**config.mk**
```make
export PLATFORM = sky130hd
export DESIGN_NAME = alarm_clock_ctrl
export DESIGN_NICKNAME = d
export VERILOG_FILES = /design/src/rtl/alarm_ctrl_pkg.sv /design/src/rtl/ring_timer.sv /design/src/rtl/alarm_clock_ctrl.sv
export SDC_FILE = /design/constraint.sdc
export NUM_CORES = 1
export LEC_CHECK = 0
export ABC_CLOCK_PERIOD_IN_PS = 3100
export CORE_ASPECT_RATIO = 0.9
export CORE_MARGIN = 1.5
export CORE_UTILIZATION = 52
export CTS_BUF_LIST = sky130_fd_sc_hd__clkbuf_4
export DETAILED_ROUTE_END_ITERATION = 12
export PLACE_DENSITY = 0.88
export SETUP_SLACK_MARGIN = 0.5
export SLEW_MARGIN = 10
export SYNTH_ARGS = -nofsm -noshare
export SYNTH_HDL_FRONTEND = slang
export SYNTH_SLANG_ARGS = --single-unit
```
**constraint.sdc**
```tcl
create_clock -name clk -period 3.1 [get_ports clk]
set_input_delay 0.465 -clock clk [delete_from_list [all_inputs] [get_ports clk]]
set_output_delay 0.465 -clock clk [all_outputs]
set_load 0.03 [all_outputs]
```
**src/rtl/alarm_ctrl_pkg.sv**
```systemverilog
// rtl/alarm_ctrl_pkg.sv - shared state encoding and default widths for the alarm clock controller
// Imported by alarm_clock_ctrl and ring_timer.
package alarm_ctrl_pkg;

  localparam int HR_W_DEF       = 5;
  localparam int MIN_W_DEF      = 6;
  localparam int HR_MAX_DEF     = 24;
  localparam int RING_SECS_DEF  = 30;
  localparam int SNOOZE_MIN_DEF = 5;
  localparam int MIN_WRAP       = 59;

  typedef enum logic [2:0] {
    ST_RUN         = 3'd0,
    ST_SET_HR      = 3'd1,
    ST_SET_MIN     = 3'd2,
    ST_SET_ALM_HR  = 3'd3,
    ST_SET_ALM_MIN = 3'd4
  } state_e;

endpackage

```
**src/rtl/ring_timer.sv**
```systemverilog
// rtl/ring_timer.sv - alarm ring flag, ring duration counter and (with SNOOZE_EN) snooze target
// Stop conditions always take priority over a same-cycle ring start.
module ring_timer
  import alarm_ctrl_pkg::*;
#(
  parameter int HR_W      = HR_W_DEF,
  parameter int MIN_W     = MIN_W_DEF,
  parameter int RING_SECS = RING_SECS_DEF
`ifdef SNOOZE_EN
  ,
  parameter int HR_MAX     = HR_MAX_DEF,
  parameter int SNOOZE_MIN = SNOOZE_MIN_DEF
`endif
) (
  input  logic             clk,
  input  logic             rst,
  input  logic             run_i,
  input  logic             tick_i,
  input  logic             btn_mode_i,
`ifdef SNOOZE_EN
  input  logic             btn_inc_i,
`endif
  input  logic             alarm_arm_i,
  input  logic [MIN_W-1:0] cur_sec_i,
  input  logic [MIN_W-1:0] cur_min_i,
  input  logic [HR_W-1:0]  cur_hr_i,
  input  logic [MIN_W-1:0] alm_min_i,
  input  logic [HR_W-1:0]  alm_hr_i,
  output logic             ringing_o
);

  localparam int CNT_W = $clog2(RING_SECS + 1);
  localparam logic [CNT_W-1:0] RING_LAST = CNT_W'(RING_SECS - 1);
  localparam logic [CNT_W-1:0] RING_FULL = CNT_W'(RING_SECS);

  logic             ringing_q;
  logic [CNT_W-1:0] cnt_q;
  logic             hit;
  logic             start;
  logic             stop;
  logic             expire;
  logic             snz_press;

`ifdef SNOOZE_EN
  logic             snz_vld_q;
  logic [HR_W-1:0]  snz_hr_q;
  logic [MIN_W-1:0] snz_min_q;
  logic [HR_W-1:0]  snz_hr_d;
  logic [MIN_W-1:0] snz_min_d;
  logic [MIN_W:0]   snz_sum;

  // Target is alarm time plus the snooze delay, carrying minutes into hours.
  always_comb begin
    snz_sum   = {1'b0, alm_min_i} + (MIN_W + 1)'(SNOOZE_MIN);
    snz_min_d = snz_sum[MIN_W-1:0];
    snz_hr_d  = alm_hr_i;
    if (snz_sum > (MIN_W + 1)'(MIN_WRAP)) begin
      snz_min_d = MIN_W'(snz_sum - (MIN_W + 1)'(MIN_WRAP + 1));
      snz_hr_d  = (alm_hr_i == HR_W'(HR_MAX - 1)) ? '0 : alm_hr_i + 1'b1;
    end
  end

  assign snz_press = ringing_q & btn_inc_i & ~btn_mode_i;
  assign hit = ((cur_hr_i == alm_hr_i) && (cur_min_i == alm_min_i)) ||
               (snz_vld_q && (cur_hr_i == snz_hr_q) && (cur_min_i == snz_min_q));

  always_ff @(posedge clk or negedge rst) begin
    if (!rst) begin
      snz_vld_q <= 1'b0;
      snz_hr_q  <= '0;
      snz_min_q <= '0;
    end else if (!alarm_arm_i || (ringing_q && btn_mode_i)) begin
      snz_vld_q <= 1'b0;
    end else if (snz_press) begin
      snz_vld_q <= 1'b1;
      snz_hr_q  <= snz_hr_d;
      snz_min_q <= snz_min_d;
    end
  end
`else
  assign snz_press = 1'b0;
  assign hit = (cur_hr_i == alm_hr_i) && (cur_min_i == alm_min_i);
`endif

  // A rollover value (60) can never equal a stored alarm minute or a zero second.
  assign start  = run_i & alarm_arm_i & tick_i & (cur_sec_i == '0) & hit;
  assign expire = ringing_q & tick_i & (cnt_q == RING_LAST);
  assign stop   = btn_mode_i | ~alarm_arm_i | ~run_i | expire | snz_press;

  always_ff @(posedge clk or negedge rst) begin
    if (!rst) begin
      ringing_q <= 1'b0;
      cnt_q     <= '0;
    end else begin
      if (stop) begin
        ringing_q <= 1'b0;
      end else if (start) begin
        ringing_q <= 1'b1;
      end
      if (start && !stop) begin
        cnt_q <= '0;
      end else if (ringing_q && tick_i && (cnt_q != RING_FULL)) begin
        cnt_q <= cnt_q + 1'b1;
      end
    end
  end

  assign ringing_o = ringing_q;

endmodule

```
**src/rtl/alarm_clock_ctrl.sv**
```systemverilog
// rtl/alarm_clock_ctrl.sv - mode FSM, counter enable routing and alarm registers for the alarm clock
// Optional snooze behaviour is enabled with the SNOOZE_EN macro.
module alarm_clock_ctrl
  import alarm_ctrl_pkg::*;
#(
  parameter int HR_W      = HR_W_DEF,
  parameter int MIN_W     = MIN_W_DEF,
  parameter int HR_MAX    = HR_MAX_DEF,
  parameter int RING_SECS = RING_SECS_DEF
`ifdef SNOOZE_EN
  ,
  parameter int SNOOZE_MIN = SNOOZE_MIN_DEF
`endif
) (
  input  logic             clk,
  input  logic             rst,
  input  logic             tick_1hz,
  input  logic             btn_mode,
  input  logic             btn_inc,
  input  logic             alarm_arm,
  input  logic             sec_zc,
  input  logic             min_zc,
  input  logic [MIN_W-1:0] cur_sec,
  input  logic [MIN_W-1:0] cur_min,
  input  logic [HR_W-1:0]  cur_hr,
  output logic             sec_c,
  output logic             min_c,
  output logic             hr_c,
  output logic             sec_clr,
  output logic [MIN_W-1:0] alm_min,
  output logic [HR_W-1:0]  alm_hr,
  output logic [2:0]       mode,
  output logic             ringing
);

  localparam logic [HR_W-1:0]  HR_LAST  = HR_W'(HR_MAX - 1);
  localparam logic [MIN_W-1:0] MIN_LAST = MIN_W'(MIN_WRAP);

  state_e           state_q;
  logic             sec_c_q;
  logic             min_c_q;
  logic             hr_c_q;
  logic             sec_clr_q;
  logic [HR_W-1:0]  alm_hr_q;
  logic [HR_W-1:0]  alm_hr_d;
  logic [MIN_W-1:0] alm_min_q;
  logic [MIN_W-1:0] alm_min_d;
  logic             inc;

  // A mode press in the same cycle swallows the increment.
  assign inc       = btn_inc & ~btn_mode;
  assign alm_hr_d  = (alm_hr_q == HR_LAST) ? '0 : alm_hr_q + 1'b1;
  assign alm_min_d = (alm_min_q == MIN_LAST) ? '0 : alm_min_q + 1'b1;

  always_ff @(posedge clk or negedge rst) begin
    if (!rst) begin
      state_q   <= ST_RUN;
      sec_c_q   <= 1'b0;
      min_c_q   <= 1'b0;
      hr_c_q    <= 1'b0;
      sec_clr_q <= 1'b0;
      alm_hr_q  <= '0;
      alm_min_q <= '0;
    end else begin
      sec_c_q   <= 1'b0;
      min_c_q   <= 1'b0;
      hr_c_q    <= 1'b0;
      sec_clr_q <= 1'b0;
      case (state_q)
        ST_RUN: begin
          sec_c_q <= tick_1hz;
          min_c_q <= sec_zc;
          hr_c_q  <= min_zc;
          // While ringing the mode press only silences the alarm.
          if (btn_mode && !ringing) begin
            state_q   <= ST_SET_HR;
            sec_clr_q <= 1'b1;
          end
        end
        ST_SET_HR: begin
          hr_c_q <= inc;
          if (btn_mode) state_q <= ST_SET_MIN;
        end
        ST_SET_MIN: begin
          min_c_q <= inc;
          if (btn_mode) state_q <= ST_SET_ALM_HR;
        end
        ST_SET_ALM_HR: begin
          if (inc) alm_hr_q <= alm_hr_d;
          if (btn_mode) state_q <= ST_SET_ALM_MIN;
        end
        ST_SET_ALM_MIN: begin
          if (inc) alm_min_q <= alm_min_d;
          if (btn_mode) state_q <= ST_RUN;
        end
        default: state_q <= ST_RUN;
      endcase
    end
  end

  ring_timer #(
    .HR_W      (HR_W),
    .MIN_W     (MIN_W),
    .RING_SECS (RING_SECS)
`ifdef SNOOZE_EN
    ,
    .HR_MAX    (HR_MAX),
    .SNOOZE_MIN(SNOOZE_MIN)
`endif
  ) u_ring_timer (
    .clk        (clk),
    .rst        (rst),
    .run_i      (state_q == ST_RUN),
    .tick_i     (tick_1hz),
    .btn_mode_i (btn_mode),
`ifdef SNOOZE_EN
    .btn_inc_i  (btn_inc),
`endif
    .alarm_arm_i(alarm_arm),
    .cur_sec_i  (cur_sec),
    .cur_min_i  (cur_min),
    .cur_hr_i   (cur_hr),
    .alm_min_i  (alm_min_q),
    .alm_hr_i   (alm_hr_q),
    .ringing_o  (ringing)
  );

  assign sec_c   = sec_c_q;
  assign min_c   = min_c_q;
  assign hr_c    = hr_c_q;
  assign sec_clr = sec_clr_q;
  assign alm_min = alm_min_q;
  assign alm_hr  = alm_hr_q;
  assign mode    = state_q;

endmodule

```
== Word-level counts from Yosys, hierarchy flattened ==
Index checks and enable logic that the tools add are counted.

* Add/sub/neg operators: 3
* Multipliers: 0
* Div/mod/pow operators: 0
* $lt $le $gt $ge: 0
* Eq/ne operators: 15
* Shift-type cells: 0
* Multiplexer cells: 17
* Bitwise gates (word level): 13
* Reductions and logical operators: 14

{| class="wikitable"
|+ Operators with widths
! cell !! number
|-
| 2-to-1 mux 3 bit || 5
|-
| 2-to-1 mux 5 bit || 3
|-
| one-hot mux 3 bit (5 select lines) || 1
|-
| adder 5 x 1 -> 5 bit (second input constant) || 2
|-
| == test 5 bit (second input constant) || 2
|-
| inequality test 2 bit (second input constant) || 5
|-
| bitwise AND 1 bit || 7
|-
| adder 6 x 1 -> 6 bit (second input constant) || 1
|-
| == test 3 x 2 -> 1 bit (second input constant) || 2
|-
| == test 6 bit || 1
|-
| == test 6 bit (second input constant) || 1
|-
| zero test 6 bit || 1
|-
| 2-to-1 mux 6 bit || 1
|-
| == test 5 bit || 1
|-
| logical AND 1 bit || 5
|-
| 2-to-1 mux 1 bit || 5
|-
| inequality test 5 bit (second input constant) || 1
|-
| AND reduction 5 bit || 1
|-
| one-hot mux 1 bit (2 select lines) || 2
|-
| AND reduction 2 bit || 2
|-
| nonzero test 2 bit || 2
|-
| == test 3 x 1 -> 1 bit (second input constant) || 1
|-
| == test 3 bit (second input constant) || 1
|-
| zero test 3 bit || 1
|-
| other kinds (3) || 8
|}

* Flip-flop bits (word level): 24
* Latch bits: 0
* RAM bits: 0
* Memory bits (read-only): 0
* Input bits: 25
* Output and inout port bits: 19
* Memories kept: 0

== Longest topological paths before layout ==
* Word-level depth: 7
* Depth in mapped cells: 6
* Gate-level depth less buffers: 6

== Cells and area by module ==
From an unflattened synthesis, not the netlist that was laid out.

* Cells, all modules: 139
* Area, all modules: 1437.6 sq um

{| class="wikitable"
|+ By module, submodules not included
! module !! instances !! cells an instance !! area an instance (sq um)
|-
| alarm_clock_ctrl || 1 || 87 || 918.4
|-
| ring_timer || 1 || 52 || 519.2
|}

== Worst setup path before layout ==
No wires, ideal clock.

* Path kind: register to register
* Start: reg alm_min_q[0] (netlist: alm_min[0])
* End: reg alm_min_q[2] (netlist: alm_min[2])
* Setup time: 0.125 ns
* Data arrival time: 1.466 ns
* Path slack: 1.509 ns
* Stages on the path, launching flop included: 6
* Buffers on the path: 0
* Cells stage by stage: dfrtp_1 ha_1 and3b_1 and3_1 nor2_1 mux2_2

* Cells in the longest elaborated chain, start to end: 2

{| class="wikitable"
|+ RTL lines
! item !! line !! text
|-
| start: declaration || alarm_clock_ctrl.sv:46 || <nowiki>logic [MIN_W-1:0] alm_min_q;</nowiki>
|-
| start signal: assignment || alarm_clock_ctrl.sv:93 || <nowiki>if (inc) alm_min_q <= alm_min_d;</nowiki>
|-
| adder 6 x 1 -> 6 bit or == test 6 bit (tied branches) || alarm_clock_ctrl.sv:53 || <nowiki>assign alm_min_d = (alm_min_q == MIN_LAST) ? '0 : alm_min_q + 1'b1;</nowiki>
|-
| 2-to-1 mux 6 bit * || alarm_clock_ctrl.sv:53 ||
|}

Every way passes the cells marked *; elsewhere a longest branch is shown, timed or not.
A chain may end at the register's enable or synchronous reset.

== Final worst setup path ==
* Start: reg state_q[2] (netlist: mode[2])
* End: out mode[2]

{| class="wikitable"
|+ RTL lines
! item !! line !! text
|-
| start: declaration || alarm_clock_ctrl.sv:39 || <nowiki>state_e state_q;</nowiki>
|-
| start signal: assignment || alarm_clock_ctrl.sv:57 || <nowiki>state_q <= ST_RUN;</nowiki>
|-
| start signal: assignment || alarm_clock_ctrl.sv:76 || <nowiki>state_q <= ST_SET_HR;</nowiki>
|-
| start signal: assignment || alarm_clock_ctrl.sv:82 || <nowiki>if (btn_mode) state_q <= ST_SET_MIN;</nowiki>
|-
| end: declaration || alarm_clock_ctrl.sv:32 || <nowiki>output logic [2:0] mode,</nowiki>
|}

No word-level cell between the ends.

==> metrics.cfg <==
[power_and_ir_drop]
vdd_drop_max_mv = 0.388
p_leak_uw = 0.000839
power-per-cell-area_nw_per_um2 = 670

[floorplan]
die_h_um = 52.5
fp.dieW_um = 58.0
rows = 17
start_util_pct = 56.5
die_area_sq_um = 3050
ios = 44
core_area_sq_um = 2510

[route]
routed_wl_um = 3420
vias_per_cell = 6.02
first_pass_iters = 6
vias = 1222
ant_nets = 0
drtIter0Drc = 78
drc = 0
wl_per_cell_um = 16.9

[cells_and_area]
fillCellCount = 195
drive_gt1_share_pct = 7.43
diodes = 0
postLayoutCoreUtil_pct = 75.5
layout.nets = 206
final_cell_area_sq_um = 1900
area_growth_pct = 33.7

[yosys]
syn_area_per_cell_sq_um = 10.7
synth_cell_type_count = 40
yosys-top-cells-area = dfrtp_1, xnor2_1, ha_1
synthesis.area_sq_um = 1420
synth_warnings = 0
post-synth-top-area-cell = dfrtp_1
ys_ff_latch = 24
syn-num-nets = 163
synth_common_cells = dfrtp_1, xnor2_1, nand2_1, nand3_1, nand4_1
syn_inst = 133
async_reset_ff_share_pct = 100
synth_ff_type = dfrtp_1
synth_top_cell_area_share_pct = 42.4
synth_edf_count = 0
synth.most_common_cell = dfrtp_1
yosysSeqAreaShare_pct = 42.4

[sta]
period_share_pct = 67.7
max-slew-margin-rel_pct = 72.1
timing.final.crit_period_ps = 2100
tns_ps = 0
final_hold_viol_count = 0
rsz0062_at_grt = no
fmax_mhz = 476
drv_slew = 0
tightestPinTransition_ps = 416
setup-violations-final = 0
skew_ps = 7.47

[global_routing]
grt_max_degree = 25
globalRouteOverflowTotal = 0
grt_antenna_before_repair = 0
grt_pass1_vias = 1207
grt_usage_pct = 25.1
grt_pass1_wl_um = 5620

[clock_tree]
numCtsBuffers = 3
clkLatencyLatePin_ps = 320
cts_root_buf = clkbuf_4
cts_tree = built
cts_buffer_depth = 2
cts_setup_buffers = 0
clock-sinks = 24
cts.reportedPaths.clkPinSlew_ps = 140
cts_hold_buffers = 0
htreeDepth = 1
post_cts_resized = 0

[setup_path]
crit_fanout = 11
slowest_delay_ps = 740
startpoint_type = flip-flop
critPathRequiredTime_ps = 2630
path_class = flip-flop to primary output
cp_data_arrival_time_ps = 1630
cp_top_family = buffers and inverters
cp_slowest_cell = clkdlybuf4s50_1
crit_chain = clkdlybuf4s50_1
path_buf_inv = 1
cp-end-kind = primary output

[run]
maxCapViolations = 0

[placed_design]
port_buffers = 43
hpwl_um = 2520
placed_area_sq_um = 1840
place_congestion = 0.801

[outcome]
status = complete, no violations

[worst_hold_path]
min_path_type = input port to asynchronous set/reset pin

layer usage:
layer,part of all wire (%),GRT usage (%),vias up
li1,-,-,563
met3,6.0,4.44,11
met5,0,0,-
met2,49,42.2,56
met4,2.4,10.5,0
met1,43,32.0,592
where the power goes:
group	switching, uW	total, uW	internal (uW)
sequential	118	499	381
clock	98.6	229	131
combinational	285	541	256
total	501	1270	768
metrics by stage:
step	hold slack (ps)	power (uW)	setup slack, ps	cells
floorplan	169	839	1510	133
global placement	555	1030	1040	199
detailed placement	577	1040	965	199
CTS	495	1270	1010	203
global route	512	1330	950	203
finish	486	1270	1000	203
registers in the layout, indices dropped and copies added (netlist names):
signal                  count
alm_min                     6
u_ring_timer.cnt_q          5
sec_clr                     1
sec_c                       1
u_ring_timer.ringing_o      1
min_c                       1
mode                        3
alm_hr                      5
hr_c                        1
cell usage in the layout, fill, tap and decap left out, types with 2 or more instances in the layout:
cell,n
nor2_1,3
nor3_1,3
mux2_4,2
ha_1,5
xnor2_1,13
o21ai_0,3
nand2_1,8
a21oi_1,5
inv_1,6
dfrtp_1,24
nor3b_1,3
nand3_1,8
a21o_1,2
clkdlybuf4s50_1,43
mux2i_1,5
and3_1,5
o2111a_1,2
clkbuf_4,3
xor2_1,3
nand4_1,8
cells by family (layout without fill, tap and decap cells):
| family | count (synthesis) | after routing | synth area share [%] |
|---|---|---|---|
| and+or+nand+nor | 47 | 47 | 21.1 |
| DFF | 24 | 24 | 42.4 |
| AOI/OAI and AO/OA | 20 | 20 | 9.71 |
| xor gates and xnor gates | 17 | 17 | 11.0 |
| buffers and inverters | 12 | 54 | 4.94 |
| muxes | 8 | 8 | 6.44 |
| adders and majority gates | 5 | 5 | 4.41 |
path summary, 6_finish.rpt:
kind	end	start	slack (ps)	depth (start not counted)
max in group asynchronous	alm_min[1]$_DFFE_PN0P_	rst	2380	2
setup / recovery	mode[2]	mode[2]$_DFFE_PN0P_	1000	1
min in group clk	alm_min[1]$_DFFE_PN0P_	alm_min[1]$_DFFE_PN0P_	600	2
hold / removal	mode[1]$_DFFE_PN0P_	rst	490	2
setup reg to reg	u_ring_timer.cnt_q[0]$_DFFE_PN0P_	mode[2]$_DFFE_PN0P_	1440	4
hold reg to reg	alm_min[1]$_DFFE_PN0P_	alm_min[1]$_DFFE_PN0P_	600	2
final cells by class:
type / count / area, sq um / share of cell area [%]
Sequential cell: 24 / 601 / 31.7
Clock inverter: 1 / 30.0 / 1.58
Multi-Input combinational cell: 97 / 747 / 39.4
Timing Repair Buffer: 44 / 438 / 23.1
Clock buffer: 3 / 22.5 / 1.19
Tap cell: 28 / 35.0 / 1.85
Inverter: 6 / 22.5 / 1.19
No activity file was read; power rests on OpenSTA's default activity.
